`src/rtl/spi_xfer_arbiter.sv`:
```
// Round-robin arbiter that shares one SPI master pin set among NUM_REQ requesters.
// Each grant runs one full-duplex DATA_W-bit mode-0, MSB-first transfer.
module spi_xfer_arbiter #(
    parameter int NUM_REQ = 4,
    parameter int DATA_W  = 8,
    parameter int SS_W    = 8,
    parameter int DIV_W   = 8,
    localparam int SEL_W  = (SS_W > 1) ? $clog2(SS_W) : 1,
    localparam int ID_W   = (NUM_REQ > 1) ? $clog2(NUM_REQ) : 1
) (
    input  logic                     clock,
    input  logic                     reset,
    input  logic [NUM_REQ-1:0]       req,
    input  logic [NUM_REQ*SEL_W-1:0] req_ss_sel,
    input  logic [NUM_REQ*DATA_W-1:0] req_wdata,
    input  logic [DIV_W-1:0]         clk_div,
    output logic [NUM_REQ-1:0]       gnt,
    output logic                     busy,
    output logic                     done,
    output logic [ID_W-1:0]          done_id,
    output logic [DATA_W-1:0]        rdata,
    output logic [SS_W-1:0]          ss_pad_o,
    output logic                     sclk_pad_o,
    output logic                     mosi_pad_o,
    input  logic                     miso_pad_i
);

    localparam int CNT_W = $clog2(DATA_W + 1);

    localparam logic [2:0] ST_IDLE  = 3'd0;
    localparam logic [2:0] ST_SETUP = 3'd1;
    localparam logic [2:0] ST_SHIFT = 3'd2;
    localparam logic [2:0] ST_HOLD  = 3'd3;
    localparam logic [2:0] ST_DONE  = 3'd4;

    logic [2:0]           state;
    logic [ID_W-1:0]      ptr;
    logic [ID_W-1:0]      id_l;
    logic [SEL_W-1:0]     sel_l;
    logic [DIV_W-1:0]     div_l;
    logic [DIV_W-1:0]     cnt;
    logic [CNT_W-1:0]     bit_cnt;
    logic [DATA_W-1:0]    tx_sr;
    logic [DATA_W-1:0]    rx_sr;

    logic [2*NUM_REQ-1:0] req2;
    logic [ID_W:0]        rr_sum;
    logic                 pick_vld;
    logic [ID_W-1:0]      pick;
    logic [ID_W-1:0]      ptr_nxt;
    logic [NUM_REQ-1:0]   gnt_nxt;
    logic [DATA_W-1:0]    pick_wdata;
    logic [SEL_W-1:0]     pick_sel;
    logic [SS_W-1:0]      ss_mask;
    logic                 arb_en;
    logic                 half_end;

    // Rotating the doubled request vector by ptr turns the wraparound search into a plain priority scan.
    always_comb begin
        req2     = {req, req} >> ptr;
        rr_sum   = '0;
        pick_vld = 1'b0;
        pick     = '0;
        for (int k = 0; k < NUM_REQ; k++) begin
            if (!pick_vld && req2[k]) begin
                pick_vld = 1'b1;
                rr_sum   = {1'b0, ptr} + (ID_W+1)'(k);
                if (rr_sum >= (ID_W+1)'(NUM_REQ))
                    rr_sum = rr_sum - (ID_W+1)'(NUM_REQ);
                pick     = rr_sum[ID_W-1:0];
            end
        end
    end

    always_comb begin
        gnt_nxt    = '0;
        pick_wdata = '0;
        pick_sel   = '0;
        for (int i = 0; i < NUM_REQ; i++) begin
            if (pick == ID_W'(i)) begin
                gnt_nxt[i] = pick_vld;
                pick_wdata = req_wdata[i*DATA_W +: DATA_W];
                pick_sel   = req_ss_sel[i*SEL_W +: SEL_W];
            end
        end
        ptr_nxt = (pick == ID_W'(NUM_REQ - 1)) ? '0 : pick + 1'b1;
    end

    // An index with no matching line leaves every select high while the transfer still runs.
    always_comb begin
        ss_mask = '1;
        for (int b = 0; b < SS_W; b++)
            ss_mask[b] = (sel_l != SEL_W'(b));
    end

    // Arbitration also runs in DONE so the next grant can follow without an idle cycle.
    assign arb_en   = ((state == ST_IDLE) && (gnt == '0)) || (state == ST_DONE);
    assign half_end = (cnt == div_l);

    always_ff @(posedge clock or posedge reset) begin
        if (reset) begin
            state      <= ST_IDLE;
            ptr        <= '0;
            id_l       <= '0;
            sel_l      <= '0;
            div_l      <= '0;
            cnt        <= '0;
            bit_cnt    <= '0;
            tx_sr      <= '0;
            rx_sr      <= '0;
            gnt        <= '0;
            busy       <= 1'b0;
            done       <= 1'b0;
            done_id    <= '0;
            rdata      <= '0;
            ss_pad_o   <= '1;
            sclk_pad_o <= 1'b0;
            mosi_pad_o <= 1'b0;
        end else begin
            gnt  <= '0;
            done <= 1'b0;
            case (state)
                ST_IDLE: begin
                    if (gnt != '0) begin
                        state      <= ST_SETUP;
                        ss_pad_o   <= ss_mask;
                        mosi_pad_o <= tx_sr[DATA_W-1];
                        cnt        <= '0;
                        bit_cnt    <= '0;
                    end
                end
                ST_SETUP: begin
                    if (half_end) begin
                        cnt   <= '0;
                        state <= ST_SHIFT;
                    end else begin
                        cnt <= cnt + 1'b1;
                    end
                end
                ST_SHIFT: begin
                    if (half_end) begin
                        cnt <= '0;
                        if (!sclk_pad_o) begin
                            sclk_pad_o <= 1'b1;
                            rx_sr      <= {rx_sr[DATA_W-2:0], miso_pad_i};
                            bit_cnt    <= bit_cnt + 1'b1;
                        end else begin
                            sclk_pad_o <= 1'b0;
                            if (bit_cnt == CNT_W'(DATA_W)) begin
                                state <= ST_HOLD;
                            end else begin
                                mosi_pad_o <= tx_sr[DATA_W-2];
                                tx_sr      <= {tx_sr[DATA_W-2:0], 1'b0};
                            end
                        end
                    end else begin
                        cnt <= cnt + 1'b1;
                    end
                end
                ST_HOLD: begin
                    if (half_end) begin
                        cnt      <= '0;
                        state    <= ST_DONE;
                        ss_pad_o <= '1;
                        done     <= 1'b1;
                        done_id  <= id_l;
                        rdata    <= rx_sr;
                    end else begin
                        cnt <= cnt + 1'b1;
                    end
                end
                ST_DONE: begin
                    state <= ST_IDLE;
                    busy  <= 1'b0;
                end
                default: state <= ST_IDLE;
            endcase

            if (arb_en && pick_vld) begin
                gnt   <= gnt_nxt;
                busy  <= 1'b1;
                id_l  <= pick;
                sel_l <= pick_sel;
                div_l <= clk_div;
                tx_sr <= pick_wdata;
                ptr   <= ptr_nxt;
            end
        end
    end

endmodule

```
`config.mk`:
```
export PLATFORM = sky130hd
export DESIGN_NAME = spi_xfer_arbiter
export DESIGN_NICKNAME = d
export VERILOG_FILES = /design/src/rtl/spi_xfer_arbiter.sv
export SDC_FILE = /design/constraint.sdc
export NUM_CORES = 1
export LEC_CHECK = 0
export ABC_AREA = 1
export CORE_ASPECT_RATIO = 0.8
export CORE_MARGIN = 3
export CORE_UTILIZATION = 47
export DETAILED_ROUTE_END_ITERATION = 8
export PLACE_DENSITY = 0.84
export RECOVER_POWER = 25
export SETUP_SLACK_MARGIN = 0.4
export SLEW_MARGIN = 20
export SYNTH_ARGS = -nofsm -noshare
export SYNTH_HDL_FRONTEND = slang
export SYNTH_SLANG_ARGS = --single-unit
```
`constraint.sdc`:
```
create_clock -name clock -period 2.3 [get_ports clock]
set_input_delay 0.23 -clock clock [delete_from_list [all_inputs] [get_ports clock]]
set_output_delay 0.23 -clock clock [all_outputs]
set_load 0.02 [all_outputs]
```
# Word level (Yosys, flattened, before mapping)
# Index checks and enable logic that the tools add are counted.
# totals
regBits,72
latch_bits,0
mem_bits_rw,0
rom_bits,0
input_bits,59
output_inout_bits,26
wordCells,147
mem_count,0
# classes
add_sub_neg,10
mul,0
div,0
magnitude_cmp,4
n_eq_ne,25
n_shift,1
n_mux,58
bitwise,1
reduce_logical,31
# ops
operator,n
8-bit two-way mux,13
8-bit one-hot mux with 2 select lines,2
3-bit two-way mux,10
2-bit two-way mux,9
1-bit two-way mux,17
4-bit two-way mux,4
"2-bit inequality test, second input constant",7
2-bit nonzero test,7
"3-bit inequality test, second input constant",4
3-bit one-hot mux with 4 select lines,1
"3-bit >= comparator, second input constant",3
"8-bit by 1-bit adder with 8-bit output, second input constant",1
8-bit == test,1
4-bit one-hot mux with 2 select lines,1
4-bit AND reduction,2
8-bit by 2-bit right shift with 4-bit output,1
"2-bit by 1-bit subtractor with 2-bit output, second input constant",4
"2-bit by 2-bit adder with 3-bit output, second input constant",2
"3-bit by 2-bit == test with 1-bit output, second input constant",2
"3-bit by 2-bit inequality test with 1-bit output, second input constant",2
2-bit AND reduction,3
3-bit AND reduction,2
6-bit AND reduction,1
1-bit logical AND,5
other kinds (22),26

# Longest topological paths before layout
# logic_depth
ltp_word,17
ltp_mapped,23

# Worst setup path before layout
# OpenSTA, ideal clock, no wires.
# synth_path
path_kind,register -> register
startpoint,reg ptr[0]
endpoint,reg tx_sr[1]
setup_ps,65
arrival_ps,2215
required_ps,2235
slack_ps,20
path_stages_with_launch,23
n_path_buf,2
period_less_slack_ps,2280
path_cell_list,dfrtp_1 -> buf_6 -> nand2_1 -> nand3_1 -> nand2_2 -> inv_1 -> nor2_1 -> nand2_1 -> nand2_1 -> nand2_1 -> nand2_1 -> inv_1 -> ha_1 -> nor2_1 -> buf_2 -> nand2_1 -> nand2_1 -> o211ai_1 -> nand2_1 -> nand3_1 -> nand2_1 -> nand2_1 -> nand2_1
# synth_via
elab_chain_cells,17
# synth_lines
item,line_no,rtl
start: declaration,37,logic [ID_W-1:0] ptr;
start signal: assignment,186,ptr <= ptr_nxt;
"parallel branches: the longest is 10 deep, another holds 2-bit by 1-bit adder with 3-bit output",n/a,
2-bit two-way mux *,65,if (!pick_vld && req2[k]) begin
via pick[0],49,logic [ID_W-1:0] pick;
2-bit logical NOT,80,if (pick == ID_W'(i)) begin
8-bit two-way mux (3 in a row),80,
8-bit two-way mux *,80,
8-bit two-way mux *,179,if (arb_en && pick_vld) begin
end signal: assignment,153,"tx_sr <= {tx_sr[DATA_W-2:0], 1'b0};"
end signal: assignment,185,tx_sr <= pick_wdata;
end: declaration,43,logic [DATA_W-1:0] tx_sr;
# Mark *: on every way through the listed nets, which the timed path passes.
# A chain may end at the register's enable or synchronous reset.

# Final worst setup path
# layout_path
startpoint,reg ptr[0]
endpoint,reg tx_sr[3]
# Same word-level chain as after synthesis.

==> flow_summary.yaml <==
synth:
  syn-num-nets: 596
  syn_inst: 530
  yosys_warnings: 0
  yosysTopAreaCell: "dfrtp_1"
  synth_seq_cells: 72
  synth_top_area_share_pct: 39.0
  ys_seq_area_share_pct: 44.1
  synthesis.area_sq_um: 4110
  ys_types: 42
  syn_area_per_cell_sq_um: 7.75
  ys_top_cells_by_area: "dfrtp_1 (39%), nand2_1 (16%), dfstp_2 (5.1%), nand3_1 (4.1%), inv_1 (4.1%)"
timing:
  hold_viol_final: 0
  rsz0062_at_grt: "true"
  fin_crit_sh_pct: 121
  setup_violations: 15
  fin_hold_ws_ns: 0.341
  period_minus_slack_ns: 2.79
  skew_ns: 0.0146
  achievable-frequency_ghz: 0.358
  tightest_slew_ns: 1.03
  slew_headroom_pct: 31.3
  worst_slack_ns: -0.490
  finalMaxSlewViolations: 0
grt:
  antenna_found_initial: 0
  grt_max_degree: 40
  grt_usage_pct: 21.9
  overflow: 0
  grt_first_pass_wirelength_um: 17500
  grt_pass1_vias: 3743
pwr:
  leakage_nw: 2.75
  powerDensity_nw_per_um2: 1680
  peakVddDrop_mv: 1.55
floorplan:
  rows: 29
  start_util_pct: 50.1
  die_area_sq_um: 9900
  core_area_sq_um: 8200
  die_h_um: 89.6
  io_pins: 85
  die_w_um: 110
place:
  place.port_buffers: 84
  dpl.cell_count: 724
  dp_hpwl_um: 7370
  gp_congestion: 0.887
  placed_cell_area_sq_um: 5190
worst_setup_path:
  ff2ff_path_depth: 19
  path_class: "flop to flop"
  endpoint_kind: "flop"
  critPathLaunch: "ptr[0]"
  crit_path_max_fanout: 7
  r2r_end: "tx_sr[3]"
  reg2reg_from: "ptr[0]"
  worstPathArrival_ns: 3.03
  cp-start-kind: "flop"
  rrSetupSlack_ns: -0.49
  crit_required_ns: 2.54
final_layout:
  drive_above_1_share_pct: 25.3
  diodes: 0
  stdcell_count: 759
  synthToLayoutAreaGrowth_pct: 41.2
  fin_nets: 712
  fin_area_sq_um: 5800
clock_tree:
  clk-insertion-delay-late_ns: 0.36
  htreeDepth: 3
  numCtsBuffers: 9
  clk_pin_slew_ns: 0.08
  clock_tree.root_cell: "clkbuf_8"
  cts_hold_buf: 0
  cts_max_path_buffers: 2
  clock-sinks: 72
  cts_tree: "done"
flow_run:
  cap_violations: 0
routing:
  drt_iter0_markers: 374
  routed_wl_um: 12200
  drtPass1Iterations: 5
  drc: 0
  routedWlPerCell_um: 16.0
  vias_per_cell: 5.54
  ant_nets: 0
  routed-via-count: 4203
hold_path:
  worstHoldPathType: "input pin to asynchronous set/reset pin"
run_status:
  status: "finished with violations"
  violations: "negative setup slack"
-- cell usage after synthesis (all sizes together) --
master	instances
a21boi	1
a21oi	29
a22oi	1
a31oi	1
and3	1
buf	10
clkbuf	5
clkinv	1
dfrtp	64
dfstp	8
ha	7
inv	58
nand2	189
nand3	36
nand3b	1
nand4	9
nor2	38
nor3	7
nor4	6
o211ai	2
o21ai	46
o22ai	2
o31ai	1
or2	1
xnor2	2
xor2	4
-- cell type report --
type / count / area (sq um)
Fill cell: 611 / 2400
Multi-Input combinational cell: 384 / 2200
Sequential cell: 72 / 1810
Timing Repair Buffer: 120 / 1190
Inverter: 59 / 253
Clock buffer: 11 / 151
Tap cell: 108 / 135
Clock inverter: 5 / 55.1
-- worst max-delay path, stage by stage, from the launching register on --
cell and delay (ns):
dfrtp_2 0.49, clkinv_4 0.14, nand2_4 0.10, nand3_4 0.10, nand2_4 0.15, inv_4 0.05
nor3_1 0.17, nand2_1 0.13, nand3_2 0.18, inv_4 0.07, ha_4 0.19, buf_4 0.14
a21oi_1 0.11, nand2_1 0.07, o211ai_1 0.09, nand2_1 0.10, nand3_1 0.13, nand2_1 0.10
nand2_1 0.08, nand2_1 0.06
-- cell usage in the layout (no fill, tap or decap), types with 2 or more instances in the layout --
cell,n
dfrtp_1,62
clkinv_2,3
clkdlybuf4s50_1,83
nor4_1,6
o21ai_0,11
o21ai_1,24
inv_4,6
ha_1,3
nand3_4,2
nand2_1,157
a21oi_2,7
inv_2,10
clkbuf_8,11
nand3_1,27
nor2_8,2
xor2_1,4
dfrtp_2,2
clkinvlp_4,3
a21oi_1,22
nor2_4,2
buf_12,4
dfstp_2,8
o211ai_1,2
nand2_4,10
nor2_1,23
nand4_1,8
nor3_1,7
buf_6,9
nand3_2,7
ha_4,4
nand2_8,2
buf_4,21
o21ai_2,10
nor2_2,11
nand2_2,20
o22ai_1,2
inv_1,38
-- how the worst max path moves through the flow --
stage | endpoint | slack (ns)
6_report | tx_sr[3] | -0.49
2_1_floorplan | tx_sr[1] | 0.17
5_1_grt | tx_sr[3] | -0.66
3_3_place_gp | tx_sr[5] | -0.29
4_1_cts | tx_sr[4] | -0.08
3_5_place_dp | tx_sr[5] | -0.37
-- kinds of logic after synthesis --
family,Yosys count,synth area share [%]
and+or+nand+nor,288,32.2
AOI/OAI and AO/OA,83,12.1
buffers and inverters,74,8.17
DFF,72,44.1
adders and majority gates,7,2.13
xor gates and xnor gates,6,1.28
-- layer usage --
layer  global-route usage, %  wire length [um]  vias up  share of wire, %
li1                        -                 -     1939                 -
met1                    27.3              4720     1945                39
met2                    38.2              5720      262                47
met3                    6.03              1100       57               9.0
met4                    6.49               636        0               5.2
met5                       0                 0        -                 0
-- repair_timing --
item,CTS,global route
setup buffers,10,9
resized for setup,26,51
pin swaps,18,17
setup endpoints to repair,15,23
-- through the flow --
step	power [mW]	setup WS, ns	setup TNS, ns	utilization [%]
after floorplan	5.70	0.167	0	-
after global placement	6.82	-0.292	-2.03	63.3
after detailed placement	6.97	-0.368	-2.96	63.3
after CTS	8.41	-0.0781	-0.535	67.5
after global routing	10.4	-0.660	-6.64	70.7
final	9.72	-0.490	-4.06	70.7
-- sequential cells by signal (all words and copies together), names as in the netlist, 3 cells and up --
register / cells
cnt: 8
div_l: 8
rdata: 8
rx_sr: 8
ss_pad_o: 8
tx_sr: 8
bit_cnt: 4
gnt: 4
sel_l: 3
state: 3
-- where the power goes --
group	internal (mW)	leakage, nW	total (mW)	switching (mW)
Clock	0.556	0.101	1.06	0.502
Sequential	1.71	0.919	2.10	0.386
Combinational	2.76	1.73	6.56	3.80
Power figures use the tool's default switching activity.
